`src/rtl/cam_ctrl_pkg.sv`:
```
// Shared encodings for the CAM command front-end: opcodes, response status and FSM states.
package cam_ctrl_pkg;

    typedef enum logic [1:0] {
        OP_LOOKUP = 2'd0,
        OP_INSERT = 2'd1,
        OP_DELETE = 2'd2,
        OP_FLUSH  = 2'd3
    } op_e;

    typedef enum logic [1:0] {
        ST_OK   = 2'd0,
        ST_MISS = 2'd1,
        ST_DUP  = 2'd2,
        ST_FULL = 2'd3
    } status_e;

    typedef enum logic [2:0] {
        StInit,
        StIdle,
        StLk1,
        StLk2,
        StWrIssue,
        StWrWait,
        StFlScan,
        StResp
    } state_e;

endpackage

```
`src/rtl/priority_encoder.sv`:
```
// Priority encoder; LSB_PRIORITY "HIGH" makes the lowest set index win, anything else the highest.
module priority_encoder #(
    parameter int unsigned WIDTH        = 4,
    parameter string       LSB_PRIORITY = "LOW"
) (
    input  logic [WIDTH-1:0]                                input_unencoded,
    output logic                                            output_valid,
    output logic [((WIDTH > 1) ? $clog2(WIDTH) : 1)-1:0]    output_encoded
);

    localparam int unsigned EncW = (WIDTH > 1) ? $clog2(WIDTH) : 1;

    always_comb begin
        output_valid   = |input_unencoded;
        output_encoded = '0;
        if (LSB_PRIORITY == "HIGH") begin
            for (int i = int'(WIDTH) - 1; i >= 0; i--) begin
                if (input_unencoded[i]) output_encoded = EncW'(i);
            end
        end else begin
            for (int i = 0; i < int'(WIDTH); i++) begin
                if (input_unencoded[i]) output_encoded = EncW'(i);
            end
        end
    end

endmodule

```
`src/rtl/cam_ctrl.sv`:
```
// Command front-end for the shift-register CAM: serialises LOOKUP/INSERT/DELETE/FLUSH,
// tracks occupancy in a bitmap and returns one response per command.
module cam_ctrl
    import cam_ctrl_pkg::*;
#(
    parameter int unsigned DATA_WIDTH = 64,
    parameter int unsigned ADDR_WIDTH = 5
) (
    input  logic                  clk,
    input  logic                  rst_n,
    input  logic                  cmd_valid,
    output logic                  cmd_ready,
    input  logic [1:0]            cmd_op,
    input  logic [DATA_WIDTH-1:0] cmd_key,
    output logic                  rsp_valid,
    input  logic                  rsp_ready,
    output logic [1:0]            rsp_status,
    output logic [ADDR_WIDTH-1:0] rsp_addr,
    output logic [ADDR_WIDTH-1:0] cam_write_addr,
    output logic [DATA_WIDTH-1:0] cam_write_data,
    output logic                  cam_write_delete,
    output logic                  cam_write_enable,
    input  logic                  cam_write_busy,
    output logic [DATA_WIDTH-1:0] cam_compare_data,
    input  logic                  cam_match,
    input  logic [ADDR_WIDTH-1:0] cam_match_addr,
    output logic [ADDR_WIDTH:0]   occ_count,
    output logic                  full,
    output logic                  empty
);

    localparam int unsigned DEPTH = 2 ** ADDR_WIDTH;
    localparam logic [ADDR_WIDTH:0] OccOne  = (ADDR_WIDTH + 1)'(1);
    localparam logic [ADDR_WIDTH:0] OccFull = (ADDR_WIDTH + 1)'(DEPTH);

    state_e                  state_q, state_d;
    op_e                     op_q, op_d;
    logic [DATA_WIDTH-1:0]   key_q, key_d;
    logic [DEPTH-1:0]        valid_q, valid_d;
    logic [ADDR_WIDTH:0]     occ_q, occ_d;
    logic                    rsp_valid_q, rsp_valid_d;
    status_e                 rsp_status_q, rsp_status_d;
    logic [ADDR_WIDTH-1:0]   rsp_addr_q, rsp_addr_d;
    logic [ADDR_WIDTH-1:0]   wr_addr_q, wr_addr_d;
    logic [DATA_WIDTH-1:0]   wr_data_q, wr_data_d;
    logic                    wr_del_q, wr_del_d;
    logic                    wr_en_q, wr_en_d;

    logic                    free_valid, scan_valid;
    logic [ADDR_WIDTH-1:0]   free_idx, scan_idx;

    priority_encoder #(
        .WIDTH        (DEPTH),
        .LSB_PRIORITY ("HIGH")
    ) u_free_enc (
        .input_unencoded (~valid_q),
        .output_valid    (free_valid),
        .output_encoded  (free_idx)
    );

    priority_encoder #(
        .WIDTH        (DEPTH),
        .LSB_PRIORITY ("HIGH")
    ) u_scan_enc (
        .input_unencoded (valid_q),
        .output_valid    (scan_valid),
        .output_encoded  (scan_idx)
    );

    assign cmd_ready        = (state_q == StIdle) && !rsp_valid_q;
    assign rsp_valid        = rsp_valid_q;
    assign rsp_status       = rsp_status_q;
    assign rsp_addr         = rsp_addr_q;
    assign cam_write_addr   = wr_addr_q;
    assign cam_write_data   = wr_data_q;
    assign cam_write_delete = wr_del_q;
    assign cam_write_enable = wr_en_q;
    assign cam_compare_data = key_q;
    assign occ_count        = occ_q;
    assign full             = (occ_q == OccFull);
    assign empty            = (occ_q == '0);

    always_comb begin
        state_d      = state_q;
        op_d         = op_q;
        key_d        = key_q;
        valid_d      = valid_q;
        occ_d        = occ_q;
        rsp_valid_d  = rsp_valid_q;
        rsp_status_d = rsp_status_q;
        rsp_addr_d   = rsp_addr_q;
        wr_addr_d    = wr_addr_q;
        wr_data_d    = wr_data_q;
        wr_del_d     = wr_del_q;
        wr_en_d      = 1'b0;

        unique case (state_q)
            StInit: begin
                if (!cam_write_busy) state_d = StIdle;
            end
            StIdle: begin
                if (cmd_valid && cmd_ready) begin
                    op_d    = op_e'(cmd_op);
                    key_d   = cmd_key;
                    state_d = (op_e'(cmd_op) == OP_FLUSH) ? StFlScan : StLk1;
                end
            end
            StLk1: state_d = StLk2;
            StLk2: begin
                rsp_valid_d  = 1'b1;
                rsp_status_d = ST_OK;
                rsp_addr_d   = '0;
                state_d      = StResp;
                unique case (op_q)
                    OP_INSERT: begin
                        if (cam_match) begin
                            rsp_status_d = ST_DUP;
                            rsp_addr_d   = cam_match_addr;
                        end else if (full || !free_valid) begin
                            rsp_status_d = ST_FULL;
                        end else begin
                            rsp_valid_d = 1'b0;
                            wr_addr_d   = free_idx;
                            wr_data_d   = key_q;
                            wr_del_d    = 1'b0;
                            wr_en_d     = 1'b1;
                            state_d     = StWrIssue;
                        end
                    end
                    OP_DELETE: begin
                        if (!cam_match) begin
                            rsp_status_d = ST_MISS;
                        end else begin
                            rsp_valid_d = 1'b0;
                            wr_addr_d   = cam_match_addr;
                            wr_data_d   = key_q;
                            wr_del_d    = 1'b1;
                            wr_en_d     = 1'b1;
                            state_d     = StWrIssue;
                        end
                    end
                    default: begin
                        if (cam_match) rsp_addr_d = cam_match_addr;
                        else           rsp_status_d = ST_MISS;
                    end
                endcase
            end
            StWrIssue: state_d = StWrWait;
            StWrWait: begin
                // Address/data stay on the CAM port until busy drops; the CAM samples them live.
                if (!cam_write_busy) begin
                    valid_d[wr_addr_q] = !wr_del_q;
                    occ_d = wr_del_q ? (occ_q - OccOne) : (occ_q + OccOne);
                    if (op_q == OP_FLUSH) begin
                        state_d = StFlScan;
                    end else begin
                        rsp_valid_d  = 1'b1;
                        rsp_status_d = ST_OK;
                        rsp_addr_d   = wr_addr_q;
                        state_d      = StResp;
                    end
                end
            end
            StFlScan: begin
                if (scan_valid) begin
                    wr_addr_d = scan_idx;
                    wr_data_d = key_q;
                    wr_del_d  = 1'b1;
                    wr_en_d   = 1'b1;
                    state_d   = StWrIssue;
                end else begin
                    rsp_valid_d  = 1'b1;
                    rsp_status_d = ST_OK;
                    rsp_addr_d   = '0;
                    state_d      = StResp;
                end
            end
            StResp: begin
                if (rsp_ready) begin
                    rsp_valid_d = 1'b0;
                    state_d     = StIdle;
                end
            end
            default: state_d = StInit;
        endcase
    end

    always_ff @(posedge clk or negedge rst_n) begin
        if (!rst_n) begin
            state_q      <= StInit;
            op_q         <= OP_LOOKUP;
            key_q        <= '0;
            valid_q      <= '0;
            occ_q        <= '0;
            rsp_valid_q  <= 1'b0;
            rsp_status_q <= ST_OK;
            rsp_addr_q   <= '0;
            wr_addr_q    <= '0;
            wr_data_q    <= '0;
            wr_del_q     <= 1'b0;
            wr_en_q      <= 1'b0;
        end else begin
            state_q      <= state_d;
            op_q         <= op_d;
            key_q        <= key_d;
            valid_q      <= valid_d;
            occ_q        <= occ_d;
            rsp_valid_q  <= rsp_valid_d;
            rsp_status_q <= rsp_status_d;
            rsp_addr_q   <= rsp_addr_d;
            wr_addr_q    <= wr_addr_d;
            wr_data_q    <= wr_data_d;
            wr_del_q     <= wr_del_d;
            wr_en_q      <= wr_en_d;
        end
    end

endmodule

```
`config.mk`:
```
export PLATFORM = sky130hd
export DESIGN_NAME = cam_ctrl
export DESIGN_NICKNAME = d
export VERILOG_FILES = /design/src/rtl/cam_ctrl_pkg.sv /design/src/rtl/priority_encoder.sv /design/src/rtl/cam_ctrl.sv
export SDC_FILE = /design/constraint.sdc
export NUM_CORES = 1
export LEC_CHECK = 0
export BUFFER_PORTS_ARGS = -buffer_cell sky130_fd_sc_hd__clkbuf_2
export CAP_MARGIN = 10
export CORE_MARGIN = 2
export CORE_UTILIZATION = 53
export DETAILED_ROUTE_END_ITERATION = 16
export PLACE_DENSITY_LB_ADDON = 0.08
export SYNTH_ARGS = -nofsm -noshare
export SYNTH_HDL_FRONTEND = slang
export SYNTH_SLANG_ARGS = --single-unit
```
`constraint.sdc`:
```
create_clock -name clk -period 3.6 [get_ports clk]
set_clock_uncertainty 0.15 [all_clocks]
set_input_delay 0.36 -clock clk [delete_from_list [all_inputs] [get_ports clk]]
set_output_delay 0.36 -clock clk [all_outputs]
set_load 0.05 [all_outputs]
```
==> results.md, run 1 <==
- The flow ran to the end, and the final reports show no timing, DRC or antenna violations.
- The width of the die is 131 um.
- The wire length per cell after detailed routing is 17.0 um.
- The class of the worst hold path is in2reg.
- The CTS sink count is 186.
- The complex-gate fraction of the synthesized area is 12.3%.
- The number of hold violations in the final report is 0.
- Among all flip-flop cells after synthesis, the most frequent one is sky130_fd_sc_hd__dfrtp_1.
- For the finished layout, the period the worst path requires is between 2000 and 3000 ps.
- The share of final-layout standard cells stronger than drive strength 1 is 29.4%.
- Of the synthesized area, sequential elements account for 54.6%.
- The final-report max-slew violation count is 0.
- In this run the core area contains 46 standard-cell rows.
- The area of the die is approximately 17000 um^2.
- In this run the deepest clock path goes through 2 buffers.
- In the routed design, unresolved DRC markers number 0.
- The mean instance size in the synthesized netlist is 10.1 um^2.
- The number of nets in the synthesized netlist is 929.
- During synthesis, Yosys emitted a total of 0 warnings.
- Along the worst path, the maximum fanout reaches 27.
- The overall routed net length is 22.8 mm.
- The placeable core region is 15800 um^2.
- At the pin with the least slew margin, the transition time is ~1000 ps.
- The number of global-route vias before repair came to slightly above 7000.
- The largest family of logic cells by synthesized area is simple AND/OR/NAND/NOR gates.
- The initial antenna violation count came to 0.
- Setup repair after global routing left no endpoint under its margin.
- Clock-pin slew was measured on the worst setup and hold paths at approximately 70 ps.
- The global routing usage summed across all routing layers is 27.4%.
- TritonCTS created 17 clock buffers.
- The violation count after the first detailed-routing iteration is ~530.
- The number of unique standard cell types used by synthesis is 68.
- Once placement finished, the instance area stood at 9790 um^2.
- Data on the critical path is required at its endpoint by ~3800 ps.
- The worst setup path is of the reg2reg kind.
- Summing internal, switching and leakage power gives about 0.0042 W.
- Entering global routing, the biggest net connects 81 pins.
- The number of nets in the finished design is 1194.
- Ranked by instance count, the synthesized netlist is headed by sky130_fd_sc_hd__nand2_1 (224), sky130_fd_sc_hd__dfrtp_1 (186), sky130_fd_sc_hd__o21ai_0 (59).
- The count of nets left with antenna violations after detail routing is 0.
- The first global-routing pass estimated 36.4 mm of wire.
- The parity-gate share of the synthesized area counting xor and xnor cells is 0.514%.
- The max-cap check violation count is 0.
- The root buffer cell is sky130_fd_sc_hd__clkbuf_16.
- The remaining global-route overflow is 0.
- The number of placed I/O pins is 229.
- The basic-gate share of the synthesized area counting and, or, nand and nor cells is about 18%.
- Summed over all failing endpoints, the final setup total negative slack is 0 ps.
- Counting flops and latches in the post-synthesis netlist gives 186.
- The static leakage power is a little under 6 nW.
- STA classifies the critical path endpoint as a flop.
- The synthesized design contains 0 enable-type register cells.
- By instance count, the leading cell after synthesis is sky130_fd_sc_hd__nand2_1.
- The biggest area contributor in the post-synthesis netlist is sky130_fd_sc_hd__dfrtp_1.
- The final critical path takes up between 70 and 80% of the cycle.
- Summing over every cut layer, the via total after detailed routing is 7330.
- The startpoint type of the worst setup path is a flop.
- The area growth from synthesis to layout is 29.4%.
- The area share of the leading cell type in the synthesized netlist is a little over half.
- In this run the tool buffered the top-level ports with between 200 and 250 buffer cells.
- The half-perimeter wire length of the detailed placement result is 14.9 mm.
- Setup violations remaining at the end of the flow were counted as 0.
- The cell area that synthesis handed to floorplanning was about 8500 um^2.
- The highest clock rate is roughly 350 MHz.
- The number of setup buffers added after CTS is 0.
- The worst IR drop on VDD is 0.000320 V.
- TritonCTS built the clock tree.
- The post-synthesis adder-cell area fraction is 1.26%.
- The number of instances in the synthesized netlist is about 840.
- The ratio of routed vias to standard cells is 5.48.
- The multiplexer share of the synthesized area is a little under a tenth.
- For this configuration, the core starts out at a cell density of 54.0%.
- The worst hold-check slack is 13.4 ps.
- The first detailed-routing pass took 5 iterations.
- The number of H-tree levels is 4.
- The arrival time at the worst endpoint is ~3000 ps.
- The worst-skew pair later-pin latency is 430 ps.
- 0 antenna diodes ended up in the layout.
- For this run, asynchronously set or reset flops after synthesis account for 100%.
- The design area is about 11000 um^2.
- The total power density per cell area is 377 nW/um^2.
- In this run the tightest slew margin relative to its limit is 32.7%.
- Measured along the y axis, the die boundary spans 131 um.
- By area the synthesized netlist is led by sky130_fd_sc_hd__dfrtp_1 (55%), sky130_fd_sc_hd__nand2_1 (9.9%), sky130_fd_sc_hd__mux2_2 (5.4%), sky130_fd_sc_hd__mux2_1 (3.8%), sky130_fd_sc_hd__o21ai_0 (3.5%).
- The routability congestion estimate from global placement is around 0.9.
-- flip-flops by register name, indices dropped and copies added (netlist names) --
| name | flops |
|---|---|
| cam_compare_data | 64 |
| cam_write_addr | 5 |
| cam_write_data | 64 |
| cam_write_delete | 1 |
| cam_write_enable | 1 |
| occ_count | 6 |
| op_q | 2 |
| rsp_addr | 5 |
| rsp_status | 2 |
| rsp_valid | 1 |
| state_q | 3 |
| valid_q | 32 |
-- worst max-delay path, stage by stage (launching register included) --
cell and delay, ps:
sky130_fd_sc_hd__dfrtp_1 440, sky130_fd_sc_hd__nor4_1 630, sky130_fd_sc_hd__and4_1 330, sky130_fd_sc_hd__a41oi_1 190, sky130_fd_sc_hd__o32ai_4 200, sky130_fd_sc_hd__buf_4 400
sky130_fd_sc_hd__mux2_2 380
-- logic make-up (layout without fill, tap and decap cells) --
logic type	Yosys count	in the layout
adders and majority gates	8	8
AOI/OAI and AO/OA	158	158
buffers and inverters	81	359
and+or+nand+nor	336	336
muxes	70	70
xor gates and xnor gates	5	5
DFF	186	186
-- area by class of cell --
cell class,count,area (um^2)
tap,216,270
clock inverter,14,155
multi-input combinational,577,3530
clock buffer,18,429
timing repair buffer,306,1910
fill,1193,4750
inverter,21,78.8
sequential,186,4650
-- stage by stage --
| stage | utilization (%) | setup slack, ps | cells |
|---|---|---|---|
| floorplan | - | 474 | 844 |
| global placement | 62.1 | 856 | 1241 |
| detailed placement | 62.1 | 784 | 1241 |
| CTS | 69.9 | 777 | 1338 |
| global route | 69.9 | 527 | 1338 |
| finish | 69.9 | 758 | 1338 |
-- repair_timing --
action	4_1_cts	5_1_grt
gates resized for setup	0	0
hold buffers	65	0
hold endpoints to repair	140	0
-- path summary, 6_finish.rpt --
check / end / from / cells after the start / slack, ps
max: cam_write_data[9] / valid_q[29] / 6 / 760
min in group asynchronous: cam_compare_data[44] / rst_n / 2 / 380
max in group asynchronous: cam_write_data[44] / rst_n / 3 / 2000
min: state_q[2] / rsp_ready / 2 / 10
max reg2reg: cam_write_data[9] / valid_q[29] / 6 / 760
min reg2reg: cam_write_data[48] / cam_write_data[48] / 1 / 340
-- metal layers --
metal  global-route usage, %  wire, um  part of all wire, %  vias to the layer above
li1                        -         -                    -                     3473
met1                    36.0      9530                   42                     3525
met2                    43.6     10900                   48                      296
met3                    8.55      1900                  8.4                       36
met4                    9.26       459                  2.0                        0
met5                       0         0                    0                        -
-- power by group --
part / switching (W) / internal (W)
Sequential: 0.00000676 / 0.00210
Clock: 0.000861 / 0.000984
Combinational: 0.000109 / 0.0000957
Total: 0.000976 / 0.00317
-- layout by cell type, fill, tap and decap left out, types with 3 or more instances in the layout --
master                            n
sky130_fd_sc_hd__inv_1           21
sky130_fd_sc_hd__mux2_2          41
sky130_fd_sc_hd__a21oi_1         18
sky130_fd_sc_hd__xor2_1           3
sky130_fd_sc_hd__dlygate4sd3_1   65
sky130_fd_sc_hd__buf_4           12
sky130_fd_sc_hd__o31ai_1         33
sky130_fd_sc_hd__nor2_1          22
sky130_fd_sc_hd__a31oi_1          5
sky130_fd_sc_hd__or4_1            5
sky130_fd_sc_hd__clkinv_4         4
sky130_fd_sc_hd__a22o_1           6
sky130_fd_sc_hd__and4_1           3
sky130_fd_sc_hd__or3b_2           3
sky130_fd_sc_hd__nor2b_1          3
sky130_fd_sc_hd__nand2_1        223
sky130_fd_sc_hd__nor3_1          12
sky130_fd_sc_hd__mux2_1          29
sky130_fd_sc_hd__a21o_1           7
sky130_fd_sc_hd__clkbuf_2       227
sky130_fd_sc_hd__dfrtp_1        186
sky130_fd_sc_hd__o21ai_0         59
sky130_fd_sc_hd__nand4_1         12
sky130_fd_sc_hd__clkbuf_16       17
sky130_fd_sc_hd__ha_1             7
sky130_fd_sc_hd__nand3b_1         5
sky130_fd_sc_hd__inv_6            5
sky130_fd_sc_hd__nor4_1          14
sky130_fd_sc_hd__nand3_1         15
sky130_fd_sc_hd__nand2b_1         4
No activity file was read; power rests on OpenSTA's default activity.
==> inputs of run 2 (changes only) <==
- ABC_AREA: default -> 1
- clock period: 3.6 -> 2.82 ns (I/O delays scaled with it)
==> run 2 against run 1 <==
Against the previous run:
- wire length down 0.90%
- via count up 1.5%
- fmax up 8.4%
- clock power up 35%
- core utilization up 1.5 points
- die area down 1.0%
- synthesized area down 1.1%
- worst setup slack worse by 560 ps
- global-route usage down 0.61 points
- critical path type unchanged
==> results.md, run 2 <==
- The flow ran to the end, and the final reports show no timing, DRC or antenna violations.
- The internal reg-to-reg setup slack is 200 ps.
- The tightest hold path in the finished design has a slack of 17.0 ps.
- The highest clock rate is 381 MHz.
- For this design the top-level I/O count stands at 229.
- The worst min-delay path endpoint is state_q[1].
- The number of nets in the finished design is 1337.
- The hold path startpoint is rsp_ready.
- The count of flip-flops with a built-in enable after synthesis is 0.
- After global routing the overflow that remains totals 0.
- Data on the critical path is required at its endpoint by slightly above 3000 ps.
- The first-pass GRT wire length is 35.2 mm.
- Counting I/O delays and the setup requirement, the final critical path takes 2620 ps.
- The setup TNS after final layout is 0 ps.
- The placeable core region is 15700 um^2.
- In this run the power spent charging and discharging nets is 0.00813 W.
- The total of buffers placed on input and output ports is about 230.
- The total power density per cell area is 1380 nW/um^2.
- For this run, the leading register cell type out of synthesis is sky130_fd_sc_hd__dfrtp_1.
- Counting instances in the post-synthesis netlist gives the leading cell types as sky130_fd_sc_hd__nand2_1 (347), sky130_fd_sc_hd__dfrtp_1 (186), sky130_fd_sc_hd__inv_1 (79), sky130_fd_sc_hd__nor2_1 (79), sky130_fd_sc_hd__mux2_2 (64).
- Compared with the post-synthesis result, the final layout area differs by 33.1%.
- The wire length per cell after detailed routing is 15.2 um.
- The standard-cell row count is 46.
- The register area share after synthesis is 55.2%.
- Measured along the x axis, the die boundary spans about 130 um.
- In this run the critical register-to-register path is launched from valid_q[30].
- Dividing the detail-routed via count by the number of cells gives between 5 and 6.
- The post-synthesis net count is 1035.
- The longest clock path from root to sink contains 2 buffers.
- In this run the cell area of the synthesized design comes to 8430 um^2.
- At the pin with the least slew margin, the transition time is just under 800 ps.
- The area of the die is about 17000 um^2.
- CTS built an H-tree with a depth of 4.
- The tree built by TritonCTS fans out to 186 sinks.
- Yosys attributes the largest share of cell area to sky130_fd_sc_hd__dfrtp_1 (55%), sky130_fd_sc_hd__nand2_1 (15%), sky130_fd_sc_hd__mux2_2 (8.6%), sky130_fd_sc_hd__inv_1 (3.5%), sky130_fd_sc_hd__nor2_1 (3.5%).
- Net switching is 52.6% of the power.
- In this run, CTS created clock tree buffers numbering 17.
- The number of hold violations in the final report was 0.
- Synthesis inferred 186 register bits.
- The kind of end point of the critical path is a flop.
- Of all nets on the critical path, the largest fanout is 8.
- After technology mapping, the gate count stands at 950.
- Counting flops with an async set or reset pin after synthesis yields a share of 100%.
- The CTS tree is done.
- The clock-pin transition on the worst setup and hold timing paths is around 70 ps.
- The max-cap check violation count is 0.
- The parity-gate share of the synthesized area counting xor and xnor cells is 0.416%.
- Along the worst hold path, the cell count comes to 4.
- The worst IR drop on VDD is 0.000836 V.
- Routability-driven placement finished with a final weighted congestion of 0.949.
- The initial antenna violation count is 0.
- After filler insertion, the fill cell instance count of the layout stands at ~1200.
- Per report_power, the clock group accounts for 16.1% of the total.
- The root buffer cell is sky130_fd_sc_hd__clkbuf_16.
- After synthesis, the largest family of logic cells by area is simple AND/OR/NAND/NOR gates.
- The startpoint-to-endpoint class of the critical path is reg2reg.
- The overall routed net length is 22.6 mm.
- The basic-gate share of the synthesized area counting and, or, nand and nor cells is between 20% and 30%.
- For this run, the total global-route usage over all layers was measured as 26.8%.
- The most frequent standard cell in the layout excluding fill and tap cells is sky130_fd_sc_hd__nand2_1.
- The portion of synthesized area spent on multiplexers is 9.26%.
- The worst setup path is launched from a flop.
- The final critical path takes up between 90% and 100% of the cycle.
- The initial utilization of the core area, before any placement, comes to 53.6%.
- The violation count after the first detailed-routing iteration is 426.
- The worst register-to-register path ends at rsp_addr[4].
- The biggest area consumer among synthesized cells is sky130_fd_sc_hd__dfrtp_1.
- Of the cells placed in the final design, the portion with a size suffix greater than 1 is 27.7%.
- The static leakage power is roughly 5.9 nW.
- The first-pass detailed-route iteration total is 5.
- The post-synthesis adder-cell area fraction is 1.28%.
- The total number of vias is 7443.
- After detailed routing, the number of remaining DRC violations is 0.
- The chip height is 130 um.
- Leaving out fill and tap cells, the most frequent cells in the layout are sky130_fd_sc_hd__nand2_1 (345), sky130_fd_sc_hd__clkbuf_2 (227), sky130_fd_sc_hd__dfrtp_1 (186).
- The area share of the leading cell type in the synthesized netlist is approximately 55%.
- The share of total power in sequential cells is roughly 31%.
- Combinational cells account for between 50% and 60% of the total power.
- STA puts the critical path data arrival time at roughly 2800 ps.
- The final setup violation count is 0.
- The complex-gate fraction of the synthesized area is under 10%.
- Internal power comes to 0.00733 W.
- The count of yosys warnings during synthesis is 0.
- The half-perimeter wire length of the detailed placement result is 15.0 mm.
- The count of cells along the worst register-to-register path is 12.
- Once detail routing completed, the nets flagged for antenna violations numbered 0.
- The number of unique standard cell types used by synthesis is 37.
- A synthesized cell averages 8.87 um^2.
- The class of the worst hold path is in2reg.
- Setup repair after global routing could not meet its margin everywhere.
- The number of global-route vias before repair is 7064.
- The worst pin sits at a relative slew slack of between 40% and 50%.
- The most frequent cell after synthesis is sky130_fd_sc_hd__nand2_1.
- The largest net degree at the start of global routing is 85.
- At the later pin of the worst-skew pair, clock insertion delay measures 430 ps.
- The final-report max-slew violation count is 0.
[run 2: changes by cell type in the layout (fill, tap and decap cells not counted), sizes merged, moves of 11 or more]
cell and delta:
a21oi +13, a31oi +13, inv +57, nand2 +123, nand3 +13, nor2 +56
nor4 -11, o21ai -27, o31ai -32
[run 2: worst max path at each step]
stage	from	end	slack (ps)
after floorplan	occ_count[1]	cam_write_data[0]	50
after global placement	valid_q[25]	cam_write_addr[1]	300
after detailed placement	valid_q[25]	cam_write_data[34]	250
after CTS	valid_q[25]	cam_write_data[34]	230
after global routing	valid_q[31]	cam_write_addr[0]	-20
final	valid_q[30]	rsp_addr[4]	200
[run 2: critical path, cell delays in order, from the launching register on]
cell and delay (ps):
sky130_fd_sc_hd__dfrtp_1 430, sky130_fd_sc_hd__nor2_1 120, sky130_fd_sc_hd__inv_1 50, sky130_fd_sc_hd__nor3_1 280, sky130_fd_sc_hd__nand2_1 160, sky130_fd_sc_hd__nor4_1 200, sky130_fd_sc_hd__buf_4 180, sky130_fd_sc_hd__nor2_1 40
sky130_fd_sc_hd__a211oi_1 310, sky130_fd_sc_hd__nand2_1 290, sky130_fd_sc_hd__inv_1 200, sky130_fd_sc_hd__nand2_1 80, sky130_fd_sc_hd__nand2_1 70
[run 2: cell type report]
| type | count | area, um^2 | area share [%] |
|---|---|---|---|
| tap | 216 | 270 | 2.41 |
| timing repair buffer | 311 | 2000 | 17.9 |
| antenna | 1 | 2.50 | 0.0223 |
| clock inverter | 14 | 184 | 1.64 |
| multi-input combinational | 653 | 3350 | 29.9 |
| sequential | 186 | 4650 | 41.5 |
| clock buffer | 18 | 439 | 3.92 |
| inverter | 83 | 312 | 2.78 |
[run 2: repair_timing]
item / in CTS / in global routing
buffers inserted: 0 / 1
hold buffers: 67 / 0
resized for setup: 0 / 2
endpoints found under the hold margin: 146 / 0
setup endpoints to repair: 0 / 70
[run 2: cell families after synthesis]
group	Yosys count
AOI/OAI and AO/OA	92
xor gates and xnor gates	4
adders and majority gates	8
buffers and inverters	111
DFF	186
muxes	70
and+or+nand+nor	479
[run 2: metal layers]
metal | track usage, % | part of all wire [%] | up-vias
li1 | - | - | 3651
met1 | 34.6 | 42 | 3506
met2 | 44.2 | 49 | 242
met5 | 0 | 0 | -
met4 | 10.4 | 2.7 | 0
met3 | 6.44 | 6.0 | 44
[run 2: power groups by stage]
stage	clock [W]	combinational, W	sequential, W
2_1_floorplan	0	0.00269	0.00808
3_3_place_gp	0	0.00793	0.00481
3_5_place_dp	0	0.00803	0.00482
4_1_cts	0.00252	0.00812	0.00480
5_1_grt	0.00262	0.00874	0.00498
6_report	0.00249	0.00814	0.00483
[run 2: metrics by stage]
step                setup WS [ps]  instance area, um^2  util, %  total power [W]  std cells
floorplan                    47.1                 8440        -           0.0108        950
global placement              302                 9900     63.0           0.0127       1381
detailed placement            245                 9900     63.0           0.0129       1381
CTS                           233                11200     71.3           0.0154       1480
global route                -22.4                11200     71.4           0.0163       1481
finish                        198                11200     71.4           0.0155       1482
==> inputs of run 3 (changes only) <==
- SYNTH_HIERARCHICAL: default -> 1
==> run 3 against run 2 <==
Against the previous run:
- final cell count rose by 5.8%
- flip-flop and latch count unchanged
- core utilization fell by 0.46 points
- largest power group unchanged
==> results.md, run 3 <==
- For this run, design rule violations remaining after detail routing come to 0.
- Ranked by total cell area, the synthesized netlist is headed by sky130_fd_sc_hd__dfrtp_1 (52%), sky130_fd_sc_hd__nand2_1 (12%), sky130_fd_sc_hd__mux2_2 (7.1%), sky130_fd_sc_hd__inv_1 (5.7%), sky130_fd_sc_hd__nand3_1 (5.1%).
- The congestion estimate from routability-driven global placement came to ~0.9.
- The region available for standard cell placement spans 16500 um^2.
- TritonCTS built the clock tree.
- The standard-cell row count is 47.
- STA classifies the critical path endpoint as a flop.
- After synthesis, the share of flip-flops with an asynchronous set or reset is 100%.
- The total power density per cell area is 1260 nW/um^2.
- At the worst endpoint, the required time is ~3000 ps.
- The count of flip-flops with a built-in enable after synthesis is 0.
- For the pin with the worst max-slew slack, the measured transition is approximately 830 ps.
- The effective utilization at floorplan is 53.9%.
- The number of nets handed over by synthesis was between 1000 and 1500.
- In the final design database the tool counted 1420 nets.
- Fill cells in the final layout number 1314.
- The share of final-layout standard cells stronger than drive strength 1 is 26.3%.
- The area of the die is 17800 um^2.
- In the synthesized netlist the dominant register cell turns out to be sky130_fd_sc_hd__dfrtp_1.
- Along the worst path, the maximum fanout reaches 5.
- The number of global-route vias before repair is slightly below 8000.
- For this design the static power due to leakage is 6.40 nW.
- Registers take between 4000 and 5000 um^2.
- The slowest cell on the critical path is sky130_fd_sc_hd__dfrtp_1.
- The final-report max-slew violation count is 0.
- The part of the cycle the worst path needs is 96.6%.
- Clock-pin slew was measured on the worst setup and hold paths at about 70 ps.
- Counting distinct cell types in the post-synthesis netlist gives 37.
- Port buffering added 228 buffers.
- In this run the clock root is driven by a sky130_fd_sc_hd__clkbuf_16.
- Summed over its instances, the top area cell type makes up 52.4% of the synthesized netlist area.
- The startpoint type of the worst setup path is a flop.
- The width of the die is 133 um.
- Max-cap violations in this run came to 0.
- The cell area that synthesis handed to floorplanning was 8870 um^2.
- The finished cells cover ~12000 um^2.
- The count of yosys warnings during synthesis is 6.
- STA puts the critical path data arrival time at 2940 ps.
- Setup repair after global routing could not meet its margin everywhere.
- In this run the count of I/O pins placed on the die edge is between 200 and 250.
- The first detailed-routing pass took 7 iterations.
- The number of hold violations in the final report is 0.
- Detailed placement ended at an HPWL of 15.7 mm.
- Of the synthesized area, sequential elements account for between 50% and 60%.
- The final setup violation count is 0.
- The count of nets left with antenna violations once routing finished came out at 0.
- The highest clock rate is 367 MHz.
- The class of the worst hold path is in2reg.
- Leaving out fill and tap cells, the most frequent cell in the layout is sky130_fd_sc_hd__nand2_1.
- The remaining global-route overflow is 0.
- The library cell appearing most often on the critical path is sky130_fd_sc_hd__nand2_1.
- CTS built an H-tree with a depth of 4.
- Headroom to the max-slew limit came out at between 40% and 50%.
- The first-pass GRT wire length is 38.5 mm.
- The initial antenna violation count came to 0.
- The top cell types in the final layout, fill and taps aside, are sky130_fd_sc_hd__nand2_1 (270), sky130_fd_sc_hd__clkbuf_2 (227), sky130_fd_sc_hd__dfrtp_1 (186).
- The CTS sink count is between 150 and 200.
- The largest net degree at the start of global routing is 74.
- The number of instances in the synthesized netlist is 1035.
- Each instance of the synthesized netlist takes up on average approximately 8.6 um^2.
- Subtracting the final worst setup slack from the clock period gives 2720 ps.
- The number of synthesized register bits is between 150 and 200.
- The startpoint-to-endpoint class of the critical path is reg2reg.
- VDD sags by at most 0.000906 V.
- In this run the vertical extent of the chip is ~130 um.
- In this design, the stage delay of the slowest critical-path cell is about 450 ps.
- In the post-synthesis netlist, the cell with the most instances is sky130_fd_sc_hd__nand2_1.
- The placed instances occupy a cell area of 10300 um^2.
- The run finished with clean final reports.
- The clock reaches the later pin of the worst-skew pair after approximately 430 ps.
- Dividing the detail-routed via count by the number of cells gives approximately 5.1.
- For this run, the total global-route usage over all layers was measured as 27.0%.
- The number of buffers created by CTS is 17.
- Across all layers, the routed design uses just under 8000 vias.
- The violation count after the first detailed-routing iteration is 579.
- The area growth from synthesis to layout is 31.6%.
- The combined area of the multi-input logic cells is 3470 um^2.
- In this run the deepest clock path goes through 2 buffers.
- Dividing the detail-routed wire length by the instance count gives around 15 um.
- 0 antenna diodes ended up in the layout.
- The routed design has 23.5 mm of wire.
- The setup TNS after final layout is 0 ps.
- The biggest area consumer among synthesized cells is sky130_fd_sc_hd__dfrtp_1.
- After synthesis, the most frequently instantiated cells are sky130_fd_sc_hd__nand2_1 (272), sky130_fd_sc_hd__dfrtp_1 (186), sky130_fd_sc_hd__inv_1 (134).
-- run 3: cell count changes in the layout (fill, tap and decap cells not counted), moves of 6 or more --
cell | before | now
sky130_fd_sc_hd__nor2_1 | 78 | 106
sky130_fd_sc_hd__o21ai_0 | 32 | 21
sky130_fd_sc_hd__nand3_1 | 28 | 90
sky130_fd_sc_hd__nor3_1 | 15 | 6
sky130_fd_sc_hd__o31ai_1 | 1 | 7
sky130_fd_sc_hd__a21oi_1 | 30 | 44
sky130_fd_sc_hd__inv_1 | 78 | 132
sky130_fd_sc_hd__mux2_2 | 64 | 56
sky130_fd_sc_hd__inv_2 | 2 | 10
sky130_fd_sc_hd__nand2_1 | 345 | 270
-- run 3: timing repair --
| action | 4_1_cts | 5_1_grt |
|---|---|---|
| endpoints found under the hold margin | 142 | 0 |
| setup buffers | 0 | 2 |
| endpoints found under the setup margin | 0 | 66 |
| hold buffers | 72 | 0 |
| resized for setup | 0 | 5 |
-- run 3: routing by layer --
metal,vias up,global-route usage [%],share of wire (%)
met5,-,0,0
met4,0,9.63,2.2
met3,39,7.04,7.1
met2,273,44.4,48
met1,3716,34.8,42
li1,3898,-,-
-- run 3: where the power goes --
group | leakage (nW) | switching (W) | total, W | internal (W)
logic | 3.80 | 0.00567 | 0.00763 | 0.00196
registers | 2.31 | 0.000875 | 0.00461 | 0.00373
clock network | 0.292 | 0.00108 | 0.00247 | 0.00139
-- run 3: layout make-up --
| type | count | area share (%) |
|---|---|---|
| multi-input combinational | 667 | 29.7 |
| clock buffer | 21 | 4.03 |
| tap | 220 | 2.36 |
| inverter | 146 | 5.16 |
| clock inverter | 11 | 1.13 |
| sequential | 186 | 39.9 |
| timing repair buffer | 317 | 17.8 |
-- run 3: worst paths after layout --
check	depth (start not counted)	to	slack (ps)	from
setup / recovery	31	cam_write_addr[0]	100	valid_q[25]
hold / removal	3	state_q[1]	30	rsp_ready
setup reg to reg	31	cam_write_addr[0]	100	valid_q[25]
hold reg to reg	2	cam_write_data[5]	320	cam_write_data[5]
max in group asynchronous	3	cam_write_data[55]	1460	rst_n
min in group asynchronous	2	occ_count[2]	280	rst_n
-- run 3: cell families (layout without fill, tap and decap cells) --
family,count (synthesis),count (layout),synth area share [%]
AO/OA/AOI/OAI,106,106,6.98
AND/OR/NAND/NOR,486,486,22.3
XOR/XNOR,4,4,0.395
buffers and inverters,182,495,8.73
flip-flops,186,186,52.4
adder cells (fa/ha/maj),8,8,1.21
multiplexers,63,63,7.90
-- run 3: per-stage QoR --
step                util [%]  power (W)  instances  setup slack [ps]  hold slack, ps
finish                  70.9     0.0147       1568              95.1            29.3
global route            70.9     0.0155       1568              -354            29.1
CTS                     70.7     0.0147       1566              88.4            12.2
detailed placement      62.7     0.0122       1462               123             193
global placement        62.7     0.0120       1462               132             190
floorplan                  -     0.0102       1035               337            -164
-- run 3: critical path, delay by kind of cell, from the launching register on --
kind	cells	cell delay, ps
AND/OR/NAND/NOR	27	1410
flip-flops	1	450
AO/OA/AOI/OAI	2	340
buffers and inverters	2	330
